[src/rtl/out_drain_encoder.sv]
// rtl/out_drain_encoder.sv - drains the accumulator buffer, requantizes to int8 with optional ReLU,
// and re-encodes each BUS_SIZE group as a sparse map plus compacted non-zero bytes.
module out_drain_encoder #(
   parameter int OUTPUT_BUF_SIZE = 32,
   parameter int OUTPUT_BUF_NUM  = 32,
   parameter int BUS_SIZE        = 8
) (
   input  logic                                        clk_i,
   input  logic                                        rst_i,
   input  logic                                        start_i,
   input  logic [4:0]                                  shift_i,
   input  logic                                        relu_en_i,
   output logic                                        busy_o,
   output logic                                        done_o,
   output logic [$clog2(OUTPUT_BUF_NUM)-1:0]           out_buf_sel_o,
   input  logic [OUTPUT_BUF_SIZE-1:0]                  out_buf_dat_i,
   output logic [BUS_SIZE-1:0]                         enc_sparsemap_o,
   output logic [BUS_SIZE*8-1:0]                       enc_nonzero_data_o,
   output logic                                        enc_wr_valid_o,
   output logic [$clog2(OUTPUT_BUF_NUM/BUS_SIZE)-1:0]  enc_wr_count_o,
   input  logic                                        enc_ready_i
);

   localparam int SW     = $clog2(OUTPUT_BUF_NUM);
   localparam int GROUPS = OUTPUT_BUF_NUM / BUS_SIZE;
   localparam int CW     = $clog2(GROUPS);
   localparam int LW     = $clog2(BUS_SIZE);
   localparam int AW     = OUTPUT_BUF_SIZE + 1;
   localparam logic signed [AW-1:0] QMAX = 127;
   localparam logic signed [AW-1:0] QMIN = -128;

   typedef enum logic [1:0] {IDLE, READ, EMIT, DONE} state_t;

   state_t                state, state_next;
   logic [4:0]            shift_q;
   logic                  relu_q;
   logic [CW-1:0]         group;
   logic [LW-1:0]         lane;
   logic [LW-1:0]         ptr;
   logic [BUS_SIZE-1:0]   map;
   logic [BUS_SIZE*8-1:0] data;

   logic signed [AW-1:0]  wide, rounded, shifted;
   logic [AW-1:0]         half;
   logic [7:0]            q;
   logic                  last_lane, last_group;

   assign last_lane  = (lane == LW'(BUS_SIZE - 1));
   assign last_group = (group == CW'(GROUPS - 1));

   // Rounding add is one bit wider than the accumulator so it can never wrap.
   always_comb begin
      wide    = {out_buf_dat_i[OUTPUT_BUF_SIZE-1], out_buf_dat_i};
      half    = '0;
      if (shift_q != 5'd0)
         half = AW'(1) << (shift_q - 5'd1);
      rounded = wide + $signed(half);
      shifted = rounded >>> shift_q;
      if (shifted > QMAX)
         q = 8'h7f;
      else if (shifted < QMIN)
         q = 8'h80;
      else
         q = shifted[7:0];
      if (relu_q && q[7])
         q = 8'h00;
   end

   always_ff @(posedge clk_i) begin
      if (!rst_i)
         state <= IDLE;
      else
         state <= state_next;
   end

   always_comb begin
      state_next = state;
      case (state)
         IDLE: if (start_i) state_next = READ;
         READ: if (last_lane) state_next = EMIT;
         EMIT: if (enc_ready_i) state_next = last_group ? DONE : READ;
         DONE: state_next = IDLE;
         default: state_next = IDLE;
      endcase
   end

   always_comb begin
      busy_o         = (state == READ) || (state == EMIT);
      enc_wr_valid_o = (state == EMIT);
      done_o         = (state == DONE);
      out_buf_sel_o  = '0;
      if (state == READ)
         out_buf_sel_o = SW'(group) * SW'(BUS_SIZE) + SW'(lane);
   end

   always_ff @(posedge clk_i) begin
      if (!rst_i) begin
         shift_q <= '0;
         relu_q  <= 1'b0;
         group   <= '0;
         lane    <= '0;
         ptr     <= '0;
         map     <= '0;
         data    <= '0;
      end else begin
         case (state)
            IDLE: if (start_i) begin
               shift_q <= shift_i;
               relu_q  <= relu_en_i;
               group   <= '0;
               lane    <= '0;
               ptr     <= '0;
               map     <= '0;
               data    <= '0;
            end
            READ: begin
               if (q != 8'h00) begin
                  map[lane]         <= 1'b1;
                  data[ptr*8 +: 8]  <= q;
                  ptr               <= ptr + 1'b1;
               end
               lane <= last_lane ? '0 : lane + 1'b1;
            end
            // Slots above the final pointer must read 0, so the whole beat is cleared per group.
            EMIT: if (enc_ready_i && !last_group) begin
               group <= group + 1'b1;
               lane  <= '0;
               ptr   <= '0;
               map   <= '0;
               data  <= '0;
            end
            default: ;
         endcase
      end
   end

   assign enc_sparsemap_o    = map;
   assign enc_nonzero_data_o = data;
   assign enc_wr_count_o     = group;

endmodule

[config.mk]
export PLATFORM = sky130hd
export DESIGN_NAME = out_drain_encoder
export DESIGN_NICKNAME = d
export VERILOG_FILES = /design/src/rtl/out_drain_encoder.sv
export SDC_FILE = /design/constraint.sdc
export NUM_CORES = 1
export LEC_CHECK = 0
export CAP_MARGIN = 20
export CELL_PAD_IN_SITES_DETAIL_PLACEMENT = 1
export CELL_PAD_IN_SITES_GLOBAL_PLACEMENT = 1
export CORE_ASPECT_RATIO = 1.1
export CORE_MARGIN = 10
export CORE_UTILIZATION = 39
export DETAILED_ROUTE_END_ITERATION = 8
export GPL_TIMING_DRIVEN = 0
export PLACE_DENSITY_LB_ADDON = 0.3
export SYNTH_ARGS = -nofsm -noshare
export SYNTH_HDL_FRONTEND = slang
export SYNTH_SLANG_ARGS = --single-unit
export TNS_END_PERCENT = 20
[constraint.sdc]
create_clock -name clk_i -period 7 [get_ports clk_i]
set_clock_uncertainty 0.2 [all_clocks]
set_input_delay 0.7 -clock clk_i [delete_from_list [all_inputs] [get_ports clk_i]]
set_output_delay 0.7 -clock clk_i [all_outputs]
set_load 0.01 [all_outputs]
Word-level counts from Yosys, hierarchy flattened
Cells that the tools add are included.

word-level totals
  output and inout bits = 82
  logic and storage cells = 79
  bits in registers = 88

operators by class
  order comparisons = 4
  muxes and demuxes = 30
  bitwise logic cells = 1
  shift-type cells = 4
  add/sub/neg operators = 7
  reductions and logical operators = 15
  equal/unequal tests = 10

operators by type and width
  cell                                                                            count
  64-bit 2-to-1 mux                                                               3
  64-bit one-hot mux with 3 select lines                                          1
  64-bit bitwise mux                                                              1
  8-bit by 34-bit variable shift with 64-bit output (first input constant)        1
  8-bit by 34-bit variable part select with 64-bit output                         1
  8-bit 2-to-1 mux                                                                6
  6-bit negation with 34-bit output                                               1
  32-bit by 33-bit adder with 33-bit output                                       1
  33-bit by 8-bit > comparator with 1-bit output (second input constant)          1
  33-bit by 8-bit less-than comparator with 1-bit output (second input constant)  1
  33-bit 2-to-1 mux                                                               1
  1-bit by 5-bit << shifter with 33-bit output (first input constant)             1
  33-bit by 5-bit >>> shifter with 33-bit output                                  1
  8-bit one-hot mux with 3 select lines                                           1
  3-bit one-hot mux with 3 select lines                                           2
  2-bit 2-to-1 mux                                                                6
  3-bit 2-to-1 mux                                                                4
  3-bit AND reduction                                                             3
  8-bit bitwise OR                                                                1
  2-bit one-hot mux with 4 select lines                                           1
  8-bit nonzero test                                                              1
  3-bit by 1-bit adder with 3-bit output (second input constant)                  2
  2-bit == test (second input constant)                                           3
  2-bit by 1-bit inequality test with 1-bit output (second input constant)        3
  21 further kinds                                                                24

Logic depth before layout (Yosys ltp)
Gate-level depths: netlist (run 1).

  word-level depth = 14
  mapped depth = 28

Worst setup path before layout (run 1)
Ideal clock, no wire load.

  path kind = reg2reg
  from = register shift_q[1]
  to = register map[0] (netlist: enc_sparsemap_o[0])
  buffers on the path = 7
  stages on the path, launching flop included = 23
  slack = 0.920 ns
  data required time = 6.685 ns
  period minus slack after synthesis = 6.080 ns
  arrival time = 5.765 ns
  cell sequence = dfxtp_1 clkbuf_1 clkbuf_1 buf_1 clkbuf_1 clkbuf_1 nand4_1 fa_1 nand2b_1 a211oi_2 o21ai_1 o31ai_1 xor2_1 mux4_2 mux2_2 a32o_1 a21oi_1 or4b_4 o211ai_4 buf_6 buf_6 nor4_1 o21a_1

between the ends
  cells in the longest elaborated chain, start to end = 13

ends and longest elaborated chain
  element                                                              line  source
  from (decl)                                                          35    logic [4:0] shift_q;
  from (signal assigned)                                               108   shift_q <= shift_i;
  5-bit by 1-bit subtractor with 5-bit output                          56    half = AW'(1) << (shift_q - 5'd1);
  1-bit by 5-bit << shifter with 33-bit output                         56
  33-bit 2-to-1 mux                                                    55    if (shift_q != 5'd0)
  32-bit by 33-bit adder with 33-bit output                            57    rounded = wide + $signed(half);
  33-bit by 5-bit >>> shifter with 33-bit output *                     58    shifted = rounded >>> shift_q;
  33-bit by 8-bit less-than comparator with 1-bit output               61    else if (shifted < QMIN)
  8-bit 2-to-1 mux                                                     61
  8-bit 2-to-1 mux *                                                   59    if (shifted > QMAX)
  1-bit logical AND                                                    65    if (relu_q && q[7])
  8-bit 2-to-1 mux *                                                   65
  8-bit nonzero test *                                                 117   if (q != 8'h00) begin
  2-bit by 1-bit inequality test with 1-bit output (no source line) *  -
  4-bit AND reduction (no source line) *                               -
  to (signal assigned)                                                 113   map <= '0;
  to (signal, indexed assignment)                                      118   map[lane] <= 1'b1;
  to (signal assigned)                                                 129   map <= '0;
  to (decl)                                                            40    logic [BUS_SIZE-1:0] map;

Mark *: on every way between the ends. The rest lies on a longest branch, timed or not.
A chain may end at the register's enable or synchronous reset.

Final worst setup path (run 1)
  from = register shift_q[3]
  to = register data[4] (netlist: enc_nonzero_data_o[4])

between the ends
  cells in the longest elaborated chain, start to end = 14

ends and longest elaborated chain
  element                                                  line  source
  5-bit by 1-bit subtractor with 5-bit output              56
  1-bit by 5-bit << shifter with 33-bit output             56
  33-bit 2-to-1 mux                                        55
  32-bit by 33-bit adder with 33-bit output                57
  33-bit by 5-bit >>> shifter with 33-bit output *         58
  33-bit by 8-bit less-than comparator with 1-bit output   61
  8-bit 2-to-1 mux                                         61
  8-bit 2-to-1 mux *                                       59
  1-bit logical AND                                        65
  8-bit 2-to-1 mux *                                       65
  8-bit by 34-bit variable part select with 64-bit output  119   data[ptr*8 +: 8] <= q;
  64-bit bitwise mux                                       119
  64-bit 2-to-1 mux                                        117
  64-bit one-hot mux with 3 select lines                   106   case (state)
  to (signal, indexed assignment)                          119
  to (decl)                                                41    logic [BUS_SIZE*8-1:0] data;

Mark *: on every way between the ends. The rest lies on a longest branch, timed or not. The select of a mux whose other input is x is not followed.

==> results of run 1 <==
-- area by class of cell --
class                   count  area share, %
multi-input cells        1021          63.39
inverters                  24         0.7975
repair buffers            131          11.06
clock buffers               9          1.914
plain buffers              87          3.870
clock inverters             7         0.7443
well taps                 300          3.190
flip-flops and latches     88          15.03
-- flip-flops by register name (all words and copies together), names as in the netlist --
| register | cells |
|---|---|
| enc_nonzero_data_o | 64 |
| enc_sparsemap_o | 8 |
| shift_q | 5 |
| lane | 3 |
| ptr | 3 |
| enc_wr_count_o | 2 |
| state | 2 |
| relu_q | 1 |
-- power breakdown --
part	leakage, nW	switching, W	total (W)	internal, W
registers	0.712	0.0000440	0.000573	0.000529
clock network	0.146	0.000227	0.000510	0.000284
logic	3.42	0.00119	0.00178	0.000588
-- synthesized netlist by cell type, drive strengths merged, types with 6 or more instances --
cell / instances / area share, %
nand2b: 14 / 0.95
a21oi: 88 / 5.2
a32oi: 8 / 0.76
and3: 7 / 0.48
o31ai: 7 / 0.57
inv: 22 / 0.90
ha: 43 / 5.8
nand4: 31 / 2.1
nor4: 16 / 1.1
o22a: 8 / 0.76
a311oi: 6 / 0.57
nand3: 51 / 2.8
buf: 41 / 2.3
nor3: 42 / 2.4
and2: 20 / 1.4
nor2: 110 / 4.5
nand4b: 7 / 0.67
mux2: 7 / 0.86
nor2b: 7 / 0.48
a32o: 57 / 6.2
a2111oi: 11 / 1.1
o21a: 31 / 2.5
a211o: 8 / 0.76
clkbuf: 52 / 2.1
or3: 11 / 0.75
dfxtp: 88 / 19
o211ai: 23 / 2.0
xor2: 14 / 1.3
a211oi: 22 / 1.9
o211a: 7 / 0.76
mux4: 9 / 2.2
nand2: 120 / 5.0
o22ai: 11 / 0.82
mux2i: 13 / 1.5
a31oi: 14 / 0.95
a21o: 16 / 1.4
o21ai: 70 / 3.9
xnor2: 8 / 0.76
o2111ai: 8 / 0.76
-- metrics by stage --
stage / util (%) / worst slack (ns) / std cells / cell area (um2)
after floorplan: - / 0.9200 / 1226 / 9206
after global placement: 46.81 / -1.960 / 1648 / 10800
after detailed placement: 46.81 / -1.970 / 1648 / 10800
after CTS: 49.40 / 0.001167 / 1663 / 11400
after global routing: 50.99 / -0.1376 / 1667 / 11770
final: 50.99 / 0.1776 / 1667 / 11770
-- layer usage --
metal | up-vias | routed length [um] | track usage, %
li1 | 5072 | - | -
met1 | 5642 | 17520 | 31.14
met2 | 569 | 22170 | 49.50
met3 | 211 | 3138 | 5.817
met4 | 0 | 3850 | 21.83
met5 | - | 0 | 0
-- logic make-up after synthesis --
logic type | share of synthesized area (%)
adders and majority gates | 6.061
and+or+nand+nor | 24.60
AOI/OAI and AO/OA | 38.18
muxes | 4.512
buffers and inverters | 5.382
DFF | 19.14
xor gates and xnor gates | 2.093
other | 0.04073
-- path summary, 6_finish.rpt --
kind	depth (start not counted)	slack [ns]	to	start
setup / recovery	20	0.18	enc_nonzero_data_o[4]	shift_q[3]
hold / removal	1	0.27	enc_sparsemap_o[0]	enc_sparsemap_o[0]
setup reg to reg	20	0.18	enc_nonzero_data_o[4]	shift_q[3]
hold reg to reg	1	0.27	enc_sparsemap_o[0]	enc_sparsemap_o[0]
-- what timing repair did --
action,4_1_cts,5_1_grt
buffers inserted,4,5
endpoints found under the setup margin,75,75
pin swaps,4,8
resized for setup,78,95
gates cloned,0,0
==> metrics.txt, run 1 <==
Longest Clk Path Bufs=2; Worst-Skew Late Latency=0.35 ns; Setup-failing EPs final=0; drt total wl=46.68 mm; DIE WIDTH=166.5 um; Setup crit start kind=flop; register bit total from synthesis=88; Final period util=97.46%; Ports=124; htree depth=3; Total Power=0.002864 W; CORE AREA=23080 um2; Vias=11.49k; Via density=6.895; Final Net Count=1448; die area=30160 um2; Crit path required time=7.09 ns; crit path DAT=6.92 ns; vias in the first global route=11.77k; TritonCTS clock tree=yes; number of synthesized flops with an enable pin=0; leakage power total=4.276 nW; Most common cell on crit path=o211ai_1; clock slew seen by the registers of the worst setup and hold paths=0.07 ns; Antenna Cells=0; kind of cell adding the most delay to the critical path=compound AO/OA/AOI/OAI gates; FILL cells=2844; PortBufs=122; fmax=0.1466 GHz; Cell variety after synth=95; GRT overflow=0; max incr delay on CP=0.51 ns; remaining antenna violation count after routing=0; status=finished, final reports clean; gpl congestion=1.028; commonest non-fill, non-tap cell in the layout=clkdlybuf4s50_1; Sink Count=88; # rows=58; DRC Markers=0; Crit Path Category=flop to flop; critical-path maximum fanout=10; first-pass GRT wire length=70.56 mm; top_reg_cell synth=dfxtp_1; CP Cell Sequence=buf_2, clkbuf_2, clkbuf_1, nor4_2, ha_1, o211ai_1, o211ai_1, nand3_2, a211oi_1, mux2i_2, a31oi_1, o211ai_1, or2_0, o22a_1, o311ai_0, o41ai_2, a31oi_4, buf_4, a21oi_4, a32o_1; Worst Hold Class=flop to flop; Async S/R FF share, synth=0%; CTS buffer count=9; Min Hold Slack=0.2716 ns; Worst path slowest cell=o41ai_2; YS warnings=0; Buf/Inv on CP=4; pin count of the biggest net entering global routing=18; initial DRC count=850; synthesized area=9206 um2; TNS Setup=0 ns; share of cells above drive strength 1=15.29%; share of synthesized area occupied by flip-flops and latches=19.14%; most frequent cells in the layout=clkdlybuf4s50_1, nor2_1, nand2_1, dfxtp_1, a21oi_1; Area Overhead vs Synth=27.82%; final worst path period need=6.822 ns; CP Capture Type=flop; Hold Fails Final Rpt=0; Post-Synthesis Net Count=1312; hold buffer count at CTS=0; Detail Placement HPWL=35.41 mm; initial antenna violation count=0; Max Cap Viol=0; Slew HR=28.38%; Slew Viols, Final=0; Initial Utilization=39.89%; DR WL/cell=28.00 um; Register Area=1769 um2; pwr/cell area=243.4 nW/um2; Vert. Die Dim=181.1 um; Slew @ Worst Pin=1.066 ns; syn_area_per_cell=7.509 um2; Pre-antenna DRT Iters=7; Total GRT Usage=29.02%; root buf cell=clkbuf_16; multi-input logic area=7460 um2; worst vdd rail ir drop=0.2470 mV; post-synthesis cell count=1226
(Power assumes the default switching activity.)
==> inputs of run 2 (changes only) <==
--- a/config.mk
+++ b/config.mk
@@ -11,6 +11,7 @@
 export CORE_ASPECT_RATIO = 1.1
 export CORE_MARGIN = 10
 export CORE_UTILIZATION = 39
+export CTS_CLUSTER_SIZE = 10
 export DETAILED_ROUTE_END_ITERATION = 8
 export GPL_TIMING_DRIVEN = 0
 export PLACE_DENSITY_LB_ADDON = 0.3
==> results of run 2 <==
The final DEF is identical to that of run 1; final timing and power are the same.
==> inputs of run 3 (changes only) <==
--- a/config.mk
+++ b/config.mk
@@ -15,6 +15,7 @@
 export DETAILED_ROUTE_END_ITERATION = 8
 export GPL_TIMING_DRIVEN = 0
 export PLACE_DENSITY_LB_ADDON = 0.3
+export REMOVE_ABC_BUFFERS = 1
 export SYNTH_ARGS = -nofsm -noshare
 export SYNTH_HDL_FRONTEND = slang
 export SYNTH_SLANG_ARGS = --single-unit
==> run 3 against run 2 <==
Combinational power down 6%. Setup slack better by 0.00084 ns. Die area unchanged. Cell count down 3.5%. Utilization down 1.1 points. Non-clock buffer count down 62. Sequential power up 3%. Cell area down 2.2%. Clock power down 5.1%. Worst hold slack worse by 0.013 ns. Critical path depth up 1. Critical path type unchanged. Largest cell class unchanged.
==> metrics.txt, run 3 (same netlist as run 1, synthesis figures left out) <==
Register Area=1775 um2; drt total wl=42.62 mm; CTS buffer count=9; commonest non-fill, non-tap cell in the layout=clkdlybuf4s50_1; worst vdd rail ir drop=0.2076 mV; Slew @ Worst Pin=0.9805 ns; DIE WIDTH=166.5 um; Hold Fails Final Rpt=0; CP Capture Type=flop; Ports=124; Setup WS pre-CTS=-2.240 ns; # rows=58; Setup crit start kind=flop; PortBufs=123; fmax=0.1466 GHz; Vias=10.99k; Non-Filler Cell Area, Final=11510 um2; Final Net Count=1389; initial antenna violation count=0; die area=30160 um2; most frequent cells in the layout=clkdlybuf4s50_1, nand2_1, nor2_1, dfxtp_1, a21oi_1; Worst-Skew Late Latency=0.35 ns; Via density=6.833; Sink Count=88; Slew HR=34.13%; Final WS setup=0.1784 ns; FILL cells=2823; Final period util=97.45%; initial DRC count=967; clock slew seen by the registers of the worst setup and hold paths=0.07 ns; Min Hold Slack=0.2587 ns; share of cells above drive strength 1=12.92%; final worst path period need=6.822 ns; pin count of the biggest net entering global routing=46; DRC Markers=0; Crit Path Category=flop to flop; Area Overhead vs Synth=25.02%; Slew Viols, Final=0; leakage power total=4.119 nW; TritonCTS clock tree=yes; Worst Hold Class=flop to flop; Max Cap Viol=0; gpl congestion=0.9650; Vert. Die Dim=181.1 um; Pre-antenna DRT Iters=6; status=finished, final reports clean; DP Area=10520 um2; placed cells=1561; DR WL/cell=26.50 um; multi-input logic area=7338 um2; hold buffer count at CTS=0; final cell count without fillers=1608; pwr/cell area=238.9 nW/um2; remaining antenna violation count after routing=0; GRT overflow=0; TNS Setup=0 ns; Total GRT Usage=26.50%; Initial Utilization=39.89%; first-pass GRT wire length=65.91 mm; Longest Clk Path Bufs=2; Detail Placement HPWL=31.05 mm; vias in the first global route=11.42k; Crit path required time=7.09 ns; critical-path maximum fanout=22; crit path DAT=6.91 ns; root buf cell=clkbuf_16; Largest register FFs=64; htree depth=3; CORE AREA=23080 um2; Antenna Cells=0; Setup-failing EPs final=0
## run 3: cell count changes in the layout (fill, tap and decap cells not counted), moves of 7 or more
cell      previous run  this run
clkbuf_4             7         0
buf_12               1         8
buf_4               16        23
clkbuf_2             8         0
clkbuf_1            29         0
buf_2               32         1
## run 3: metrics by stage
| step | utilization [%] | power, W |
|---|---|---|
| after floorplan | - | 0.001520 |
| after global placement | 45.10 | 0.002008 |
| after detailed placement | 45.57 | 0.002049 |
| after CTS | 48.50 | 0.002644 |
| after global routing | 49.88 | 0.002886 |
| final | 49.88 | 0.002750 |
## run 3: repair_timing
action	in CTS	in global routing
setup buffers	10	17
gates cloned	3	0
gates resized for setup	62	40
pin swaps	3	4
setup endpoints to repair	75	75
## run 3: worst max-delay path: stages (launching register included)
cell and delay, ns:
dfxtp_4 0.52, clkinvlp_4 0.21, buf_16 0.20, nor2_2 0.36
nand2_4 0.22, nor2_1 0.16, ha_2 0.32, nand4_1 0.30
nor4_1 0.42, o211ai_1 0.29, a311oi_2 0.48, o21ai_2 0.22
nand2_8 0.21, o22ai_1 0.13, o21a_1 0.24, o41ai_4 0.50
o2111ai_1 0.21, or4b_4 0.64, o211ai_4 0.20, buf_12 0.15
nand2b_1 0.33, a32o_1 0.22
## run 3: final timing paths
check / slack, ns / start / cells past startpoint / to
worst max-delay path: 0.18 / shift_q[0] / 21 / enc_nonzero_data_o[15]
worst min-delay path: 0.26 / enc_sparsemap_o[7] / 2 / enc_sparsemap_o[7]
worst max register to register: 0.18 / shift_q[0] / 21 / enc_nonzero_data_o[15]
worst min register to register: 0.26 / enc_sparsemap_o[7] / 2 / enc_sparsemap_o[7]
## run 3: final cells by class
cell class	count	share of cell area, %
Multi-Input combinational cell	1022	63.76
Sequential cell	88	15.43
Timing Repair Buffer	156	13.91
Tap cell	300	3.261
Clock buffer	9	1.957
Inverter	24	0.9784
Clock inverter	7	0.6196
Timing Repair inverter	2	0.08697
## run 3: report_power, final
part	switching [W]	leakage, nW	internal [W]	total, W
Clock	0.000232	0.146	0.000252	0.000484
Sequential	0.0000630	0.713	0.000529	0.000592
Combinational	0.00109	3.26	0.000587	0.00167
## run 3: metal layers
layer  part of all wire (%)  vias up  track usage [%]
met5                      0        -                0
met2                     48      460            45.28
met3                    6.7      162            5.275
li1                       -     4968                -
met1                     39     5397            29.61
met4                    6.1        0            16.59
